[config.mk]
export PLATFORM = sky130hd
export DESIGN_NAME = gray_step_arbiter_flat
export DESIGN_NICKNAME = d
export VERILOG_FILES = /design/src/rtl/gray_step_arbiter_if.sv /design/src/rtl/gray_step_arbiter.sv /design/src/flat_wrapper.sv
export SDC_FILE = /design/constraint.sdc
export NUM_CORES = 1
export LEC_CHECK = 0
export CORE_UTILIZATION = 49
export DETAILED_ROUTE_END_ITERATION = 7
export PLACE_DENSITY = 0.88
export REMOVE_ABC_BUFFERS = 1
export SETUP_SLACK_MARGIN = 0.1
export SLEW_MARGIN = 20
export SYNTH_ARGS = -nofsm -noshare
export SYNTH_HDL_FRONTEND = slang
export SYNTH_SLANG_ARGS = --single-unit
[constraint.sdc]
create_clock -name clk -period 2.2 [get_ports clk]
set_clock_uncertainty 0.05 [all_clocks]
set_input_delay 0.33 -clock clk [delete_from_list [all_inputs] [get_ports clk]]
set_output_delay 0.33 -clock clk [all_outputs]
set_load 0.1 [all_outputs]
[src/rtl/gray_step_arbiter_if.sv]
// Handshake bundle between the debouncer bank, the step arbiter and its observers.
interface gray_step_arbiter_if #(
    parameter int unsigned REQS = 4
);
    logic            en;
    logic [REQS-1:0] req;
    logic            step;
    logic            dir;
    logic [REQS-1:0] grant;
    logic [REQS-1:0] pending;
    logic [REQS-1:0] dropped;
    logic            busy;

    modport master (
        output en, req,
        input  step, dir, grant, pending, dropped, busy
    );

    modport slave (
        input  en, req,
        output step, dir, grant, pending, dropped, busy
    );
endinterface

[src/rtl/gray_step_arbiter.sv]
// Queues rising edges from debounced buttons and grants them round-robin as
// spaced single-cycle step pulses for a shared Gray-code counter.
module gray_step_arbiter #(
    parameter int unsigned     REQS     = 4,
    parameter int unsigned     GAP      = 3,
    parameter logic [REQS-1:0] DIR_MASK = '0
) (
    input  logic                 clk,
    input  logic                 rst,
    gray_step_arbiter_if.slave   bus
);
    localparam int unsigned PTR_W = $clog2(REQS);
    localparam int unsigned GAP_W = $clog2(GAP) + 1;

    localparam logic [1:0] IDLE  = 2'd0;
    localparam logic [1:0] ISSUE = 2'd1;
    localparam logic [1:0] WAIT  = 2'd2;

    logic [1:0]       state,   state_nxt;
    logic [PTR_W-1:0] ptr,     ptr_nxt;
    logic [GAP_W-1:0] gap_cnt, gap_nxt;
    logic [REQS-1:0]  pending, pending_nxt;
    logic [REQS-1:0]  req_q;
    logic [REQS-1:0]  dropped, dropped_nxt;
    logic [REQS-1:0]  grant,   grant_nxt;
    logic             step,    step_nxt;
    logic             dir,     dir_nxt;
    logic             busy,    busy_nxt;

    logic [REQS-1:0]  rise;
    logic [REQS-1:0]  clr;
    logic [PTR_W:0]   pick;
    logic             win_valid;
    logic [PTR_W-1:0] win;

    // First set bit scanning start, start+1, ... mod REQS; MSB flags a hit.
    function automatic logic [PTR_W:0] pick_winner(input logic [REQS-1:0]  p,
                                                   input logic [PTR_W-1:0] start);
        logic [PTR_W:0] r;
        int unsigned    idx;
        r = '0;
        for (int k = int'(REQS) - 1; k >= 0; k--) begin
            idx = (32'(start) + 32'(k)) % REQS;
            if (p[PTR_W'(idx)]) r = {1'b1, PTR_W'(idx)};
        end
        return r;
    endfunction

    assign rise      = bus.req & ~req_q;
    assign pick      = pick_winner(pending, ptr);
    assign win_valid = pick[PTR_W];
    assign win       = pick[PTR_W-1:0];

    always_comb begin
        state_nxt = state;
        ptr_nxt   = ptr;
        gap_nxt   = gap_cnt;
        step_nxt  = 1'b0;
        dir_nxt   = 1'b0;
        grant_nxt = '0;
        clr       = '0;
        case (state)
            IDLE: begin
                if (bus.en && win_valid) begin
                    state_nxt = ISSUE;
                    step_nxt  = 1'b1;
                    grant_nxt = REQS'(1) << win;
                    dir_nxt   = DIR_MASK[win];
                    clr       = REQS'(1) << win;
                    ptr_nxt   = PTR_W'((32'(win) + 32'd1) % REQS);
                end
            end
            ISSUE: begin
                state_nxt = WAIT;
                gap_nxt   = GAP_W'(GAP - 1);
            end
            WAIT: begin
                if (gap_cnt == '0) state_nxt = IDLE;
                else               gap_nxt   = gap_cnt - GAP_W'(1);
            end
            default: state_nxt = IDLE;
        endcase
        // A rise on the grant edge re-queues the requester instead of being lost.
        pending_nxt = (pending & ~clr) | rise;
        dropped_nxt = rise & pending & ~clr;
        busy_nxt    = (state_nxt != IDLE);
    end

    always_ff @(posedge clk) begin
        if (!rst) begin
            state   <= IDLE;
            ptr     <= '0;
            gap_cnt <= '0;
            pending <= '0;
            req_q   <= '1;
            dropped <= '0;
            grant   <= '0;
            step    <= 1'b0;
            dir     <= 1'b0;
            busy    <= 1'b0;
        end else begin
            state   <= state_nxt;
            ptr     <= ptr_nxt;
            gap_cnt <= gap_nxt;
            pending <= pending_nxt;
            req_q   <= bus.req;
            dropped <= dropped_nxt;
            grant   <= grant_nxt;
            step    <= step_nxt;
            dir     <= dir_nxt;
            busy    <= busy_nxt;
        end
    end

    assign bus.step    = step;
    assign bus.dir     = dir;
    assign bus.grant   = grant;
    assign bus.pending = pending;
    assign bus.dropped = dropped;
    assign bus.busy    = busy;
endmodule

[src/flat_wrapper.sv]
// flat-port wrapper written by rule: the top's interface ports become plain ports
module gray_step_arbiter_flat 
#(
    parameter int unsigned     REQS     = 4,
    parameter int unsigned     GAP      = 3,
    parameter logic [REQS-1:0] DIR_MASK = '0
)
  (clk, rst, bus_en, bus_req, bus_step, bus_dir, bus_grant, bus_pending, bus_dropped, bus_busy);
  gray_step_arbiter_if #(.REQS(REQS)) bus_i ();
  input  logic clk;
  input  logic rst;
  input wire logic [$bits(bus_i.en)-1:0] bus_en;
  input wire logic [$bits(bus_i.req)-1:0] bus_req;
  output wire logic [$bits(bus_i.step)-1:0] bus_step;
  output wire logic [$bits(bus_i.dir)-1:0] bus_dir;
  output wire logic [$bits(bus_i.grant)-1:0] bus_grant;
  output wire logic [$bits(bus_i.pending)-1:0] bus_pending;
  output wire logic [$bits(bus_i.dropped)-1:0] bus_dropped;
  output wire logic [$bits(bus_i.busy)-1:0] bus_busy;
  assign bus_i.en = bus_en;
  assign bus_i.req = bus_req;
  assign bus_step = bus_i.step;
  assign bus_dir = bus_i.dir;
  assign bus_grant = bus_i.grant;
  assign bus_pending = bus_i.pending;
  assign bus_dropped = bus_i.dropped;
  assign bus_busy = bus_i.busy;
  gray_step_arbiter #(.REQS(REQS), .GAP(GAP), .DIR_MASK(DIR_MASK)) u_core (.clk(clk), .rst(rst), .bus(bus_i));
endmodule
; After elaboration in Yosys (flattened, before gate mapping)
; Cells that the tools add are included.
[word_totals]
regBits = 26
out_inout_bits = 15
[op_classes]
add_sub_neg = 5
mux = 22
n_bitwise = 7
n_eq_ne = 3
magnitude_cmp = 5
n_shift = 1
n_reduce_logical = 9
[op_table]
columns = operator, n
row1 = 4-bit bitwise AND, 4
row2 = "2-bit by 3-bit less-than comparator with 1-bit output, second input constant", 5
row3 = 3-bit 2-to-1 mux, 5
row4 = 1-bit binary-select mux with 2-bit select, 5
row5 = 4-bit 2-to-1 mux, 2
row6 = 4-bit inverter, 2
row7 = 1-bit 2-to-1 mux, 6
row8 = 2-bit one-hot mux with 3 select lines, 1
row9 = 3-bit one-hot mux with 2 select lines, 1
row10 = 2-bit AND reduction, 3
row11 = "2-bit by 1-bit adder with 2-bit output, second input constant", 2
row12 = "2-bit adder, second input constant", 2
row13 = 2-bit 2-to-1 mux, 2
row14 = 4-bit bitwise OR, 1
row15 = 2-bit nonzero test, 2
row16 = "1-bit by 2-bit << shifter with 4-bit output, first input constant", 1
row17 = 3-bit zero test, 1
row18 = 3-bit AND reduction, 1
row19 = "3-bit by 1-bit subtractor with 3-bit output, second input constant", 1
row20 = "2-bit by 1-bit == test with 1-bit output, second input constant", 1
row21 = "2-bit == test, second input constant", 1
row22 = 2-bit zero test, 1
row23 = "2-bit != test, second input constant", 1
row24 = 1-bit logical AND, 1

; Longest topological paths before layout
[logic_depth]
word_depth = 13
ltp_mapped = 8
depth_no_buf = 8

; Least setup slack after synthesis
; Ideal clock, no wire load.
[synth_path]
kind = reg2reg
from = register u_core.pending[3], in the netlist u_core.bus.pending[3]
to = register u_core.dropped[0], in the netlist u_core.bus.dropped[0]
arrival_ns = 2.152
setup_time_ns = 0.060
path_stages_with_launch = 7
path_slack_ns = -0.062
path_buffers = 0
synth_period_minus_slack_ns = 2.262
required_ns = 2.090
cell_sequence = dfxtp_1 -> nor2_1 -> nor3_1 -> inv_1 -> ha_1 -> a21boi_0 -> and3_1
[synth_between]
elab_chain_cells = 11
word_cells_on_any_way = 18
[synth_rtl]
columns = item, line_no
row1 = from (decl), gray_step_arbiter.sv:22  ; logic [REQS-1:0] pending, pending_nxt;
row2 = from (signal assigned), gray_step_arbiter.sv:105  ; pending <= pending_nxt;
row3 = 1-bit binary-select mux with 2-bit select, gray_step_arbiter.sv:44  ; if (p[PTR_W'(idx)]) r = {1'b1, PTR_W'(idx)};
row4 = 1-bit 2-to-1 mux (not written as such), gray_step_arbiter.sv:44
row5 = 3-bit 2-to-1 mux (3 in a row), gray_step_arbiter.sv:44
row6 = 3-bit 2-to-1 mux *, gray_step_arbiter.sv:44
row7 = 1-bit by 2-bit << shifter with 4-bit output or 1-bit logical AND (tied branches), "gray_step_arbiter.sv:69, gray_step_arbiter.sv:64"
row8 = 4-bit 2-to-1 mux *, gray_step_arbiter.sv:64  ; if (bus.en && win_valid) begin
row9 = 4-bit 2-to-1 mux *, gray_step_arbiter.sv:62  ; case (state)
row10 = 4-bit inverter *, gray_step_arbiter.sv:85  ; dropped_nxt = rise & pending & ~clr;
row11 = 4-bit bitwise AND *, gray_step_arbiter.sv:85
row12 = to (signal assigned), gray_step_arbiter.sv:107  ; dropped <= dropped_nxt;
row13 = to (decl), gray_step_arbiter.sv:24  ; logic [REQS-1:0] dropped, dropped_nxt;
; Mark *: on every way between the ends. The rest lies on a longest branch, timed or not. The select of a mux whose other input is x is not followed.
; A chain may end at the register's enable or synchronous reset.

; Worst setup path in the final report
[layout_path]
from = register u_core.ptr[1]
to = register u_core.dropped[0], in the netlist u_core.bus.dropped[0]
[layout_between]
elab_chain_cells = 12
word_cells_on_any_way = 21
[layout_rtl]
columns = item, line_no
row1 = from (decl), gray_step_arbiter.sv:20  ; logic [PTR_W-1:0] ptr, ptr_nxt;
row2 = from (signal assigned), gray_step_arbiter.sv:103  ; ptr <= ptr_nxt;
row3 = 2-bit adder, gray_step_arbiter.sv:43  ; idx = (32'(start) + 32'(k)) % REQS;
row4 = 1-bit binary-select mux with 2-bit select, gray_step_arbiter.sv:44
row5 = 1-bit 2-to-1 mux (not written as such), gray_step_arbiter.sv:44
row6 = 3-bit 2-to-1 mux (3 in a row), gray_step_arbiter.sv:44
row7 = 3-bit 2-to-1 mux *, gray_step_arbiter.sv:44
row8 = 1-bit by 2-bit << shifter with 4-bit output or 1-bit logical AND (tied branches), "gray_step_arbiter.sv:69, gray_step_arbiter.sv:64"
row9 = 4-bit 2-to-1 mux *, gray_step_arbiter.sv:64
row10 = 4-bit 2-to-1 mux *, gray_step_arbiter.sv:62
row11 = 4-bit inverter *, gray_step_arbiter.sv:85
row12 = 4-bit bitwise AND *, gray_step_arbiter.sv:85
; Marks and branches as above.

==> summary.md <==
| Metric | Value |
|---|---|
| Internal power | 0.000607 W |
| Dpl hpwl | 1370 um |
| Clk buf depth | 2 |
| Synth area leader | dfxtp_1 |
| Placer Congestion | 0.836 |
| Period Utilization, post-route | 0.866 |
| Synth Instances | 112 |
| Wire length per cell | 11.5 um |
| Total Routed Length | 1850 um |
| Critical path type | flop to flop |
| Via/cell ratio | 5.17 |
| IO Port Bufs | 20 |
| Die area | 0.00235 mm2 |
| Pwr Density | 692 mW/mm2 |
| Sequential power share | 0.554 |
| Die span in y | 48.5 um |
| Switch share | 0.317 |
| Total GRT Usage | 0.173 |
| Max-Cap Viols | 0 |
| Arrival @ worst endpoint | 2.14 ns |
| Layout cells sized above 1 | 0.216 |
| VDD IR max | 527 uV |
| Antenna cells | 0 |
| First-pass GRT wire length | 3150 um |
| Detailed Route Iter0 Violations | 24 |
| Share of the synthesized area in the top cell type | 0.472 |
| Top post-synthesis cells by area | dfxtp_1, ha_1, nand2b_1 |
| Worst setup SP type | flop |
| Pins Over Slew Limit | 0 |
| Clock power frac | 0.240 |
| Commonest non-fill, non-tap cell in the layout | dfxtp_1 |
| Total CTS buffers | 3 |
| Number of global-route vias before repair | 759 |
| Fmax | 0.525 GHz |
| Crit-path max FO | 6 |
| Initial Utilization | 0.529 |
| Area of the multi-input gates | 522 um2 |
| Routed Antenna Nets | 0 |
| Cell Area, Synth | 0.00106 mm2 |
| Clock-pin slew on the worst setup and hold paths | 0.13 ns |
| Total design power | 0.000889 W |
| DRT Pass-1 Iters | 4 |
| CTS tree | yes |
| Placeable Area | 0.00200 mm2 |
| # H-tree levels | 1 |
| Via count | 832 |
| Fill count | 175 |
| Rows | 16 |
| Layout area overhead | 21.4% |
| EDFF count, synth | 0 |
| Endpoints failing setup | 0 |
| Initial antenna violation count | 0 |
| Fin crit period | 1.91 ns |
| Unrepaired setup endpoints after global routing | no |
| Synth Area per Inst | 9.46 um2 |
| Post-route DRC | 0 |
| Comb pwr share | 0.206 |
| Yosys reg bits | 25 |
| Sink Count | 25 |
| Worst Path Required | 2.43 ns |
| Top-Level Pins | 22 |
| Leak | 0.540 nW |
| Gr ovfl total | 0 |
| Ys flop type | dfxtp_1 |
| Register area | 500 um2 |
| CP endpoint kind | flop |
| Most frequent cells in the layout | dfxtp_1, buf_4, nand2b_1, a21oi_1, nor2_1 |
| Postcts setup bufs | 0 |
| Clock Latency Late Sink | 0.32 ns |
| Final hold violation count | 0 |
| Pin count of the biggest net entering global routing | 17 |
| Chip width | 48.5 um |
| Root Buffer | clkbuf_4 |
| YS warnings | 0 |
| Library cells used by synthesis | 30 |
| Hold WC Path Type | flop to flop |
| Share of async-settable or async-resettable flops after synthesis | 0 |
| Final worst slack | 0.295 ns |
| Layout Nets | 148 |
| Hold buffers post-CTS | 0 |
| DP Worst Slack | 0.257 ns |
| Switch Pwr | 0.000282 W |
| Status | complete, no violations |
| Path depth of the worst reg2reg path | 7 |
| Post-synthesis sequential area ratio | 0.472 |
| Hold path depth | 2 |
worst paths after layout:
check	to	slack, ns	from
worst min-delay path	u_core.bus.dropped[3]	0.47	u_core.req_q[3]
worst max register to register	u_core.bus.dropped[0]	0.29	u_core.ptr[1]
worst max-delay path	u_core.bus.dropped[0]	0.29	u_core.ptr[1]
worst min register to register	u_core.bus.dropped[3]	0.47	u_core.req_q[3]
power by group through the flow:
stage | Combinational [W] | Sequential, W | Clock, W
floorplan | 0.0000758 | 0.000561 | 0
global placement | 0.000177 | 0.000501 | 0
detailed placement | 0.000182 | 0.000502 | 0
CTS | 0.000183 | 0.000492 | 0.000217
global route | 0.000196 | 0.000496 | 0.000240
finish | 0.000184 | 0.000493 | 0.000213
flip-flops by register name, summed over array words and instances, names as in the netlist:
name                count
u_core.req_q            4
u_core.bus.step         1
u_core.bus.pending      4
u_core.gap_cnt          3
u_core.ptr              2
u_core.state            2
u_core.bus.dropped      4
u_core.bus.grant        4
u_core.bus.busy         1
synthesized netlist by cell type (all sizes together), types with 3 or more instances:
library cell / instances
inv: 6
nand2: 7
mux2i: 3
ha: 6
dfxtp: 25
a21oi: 10
nor3: 3
nand2b: 10
o21a: 4
and3: 6
nor2: 9
nor2b: 3
layer usage:
| layer | GRT usage | share of wire | up-vias |
|---|---|---|---|
| met3 | 0.0377 | 0.061 | 6 |
| li1 | - | - | 418 |
| met1 | 0.211 | 0.45 | 378 |
| met4 | 0.0735 | 0.016 | 0 |
| met2 | 0.293 | 0.48 | 30 |
| met5 | 0 | 0 | - |
worst max-delay path, stage by stage, from the launching register on:
cell      delay, ns
dfxtp_1        0.45
mux2i_1        0.22
nor2_1         0.08
nor3_2         0.32
inv_1          0.12
ha_1           0.22
a21boi_0       0.21
and3_1         0.19
cell families after synthesis:
family	count (synthesis)	synth area share
fa+ha+maj	6	0.0708
flops	25	0.472
compound gates	24	0.155
mux	3	0.0283
buf+inv	10	0.0401
simple gates	43	0.230
other cells	1	0.00354
timing repair:
item	in CTS	in global routing
resized for setup	0	1
setup endpoints to repair	0	4
hold endpoints to repair	0	0
final cells by class:
type / count / share of cell area
sequential: 25 / 0.389
tap: 27 / 0.0263
clock buffer: 3 / 0.0175
multi-input combinational: 77 / 0.406
clock inverter: 1 / 0.00681
inverter: 7 / 0.0204
timing repair buffer: 21 / 0.134
stage by stage:
step | util | setup TNS, ns | std cells | instance area [um2] | hold slack (ns)
2_1_floorplan | - | -0.258 | 109 | 1040 | 0.353
3_3_place_gp | 0.624 | 0 | 157 | 1250 | 0.437
3_5_place_dp | 0.624 | 0 | 157 | 1250 | 0.450
4_1_cts | 0.640 | 0 | 161 | 1280 | 0.470
5_1_grt | 0.643 | 0 | 161 | 1290 | 0.502
6_report | 0.643 | 0 | 161 | 1290 | 0.467
Note: power is estimated with default switching activity, not from simulation.
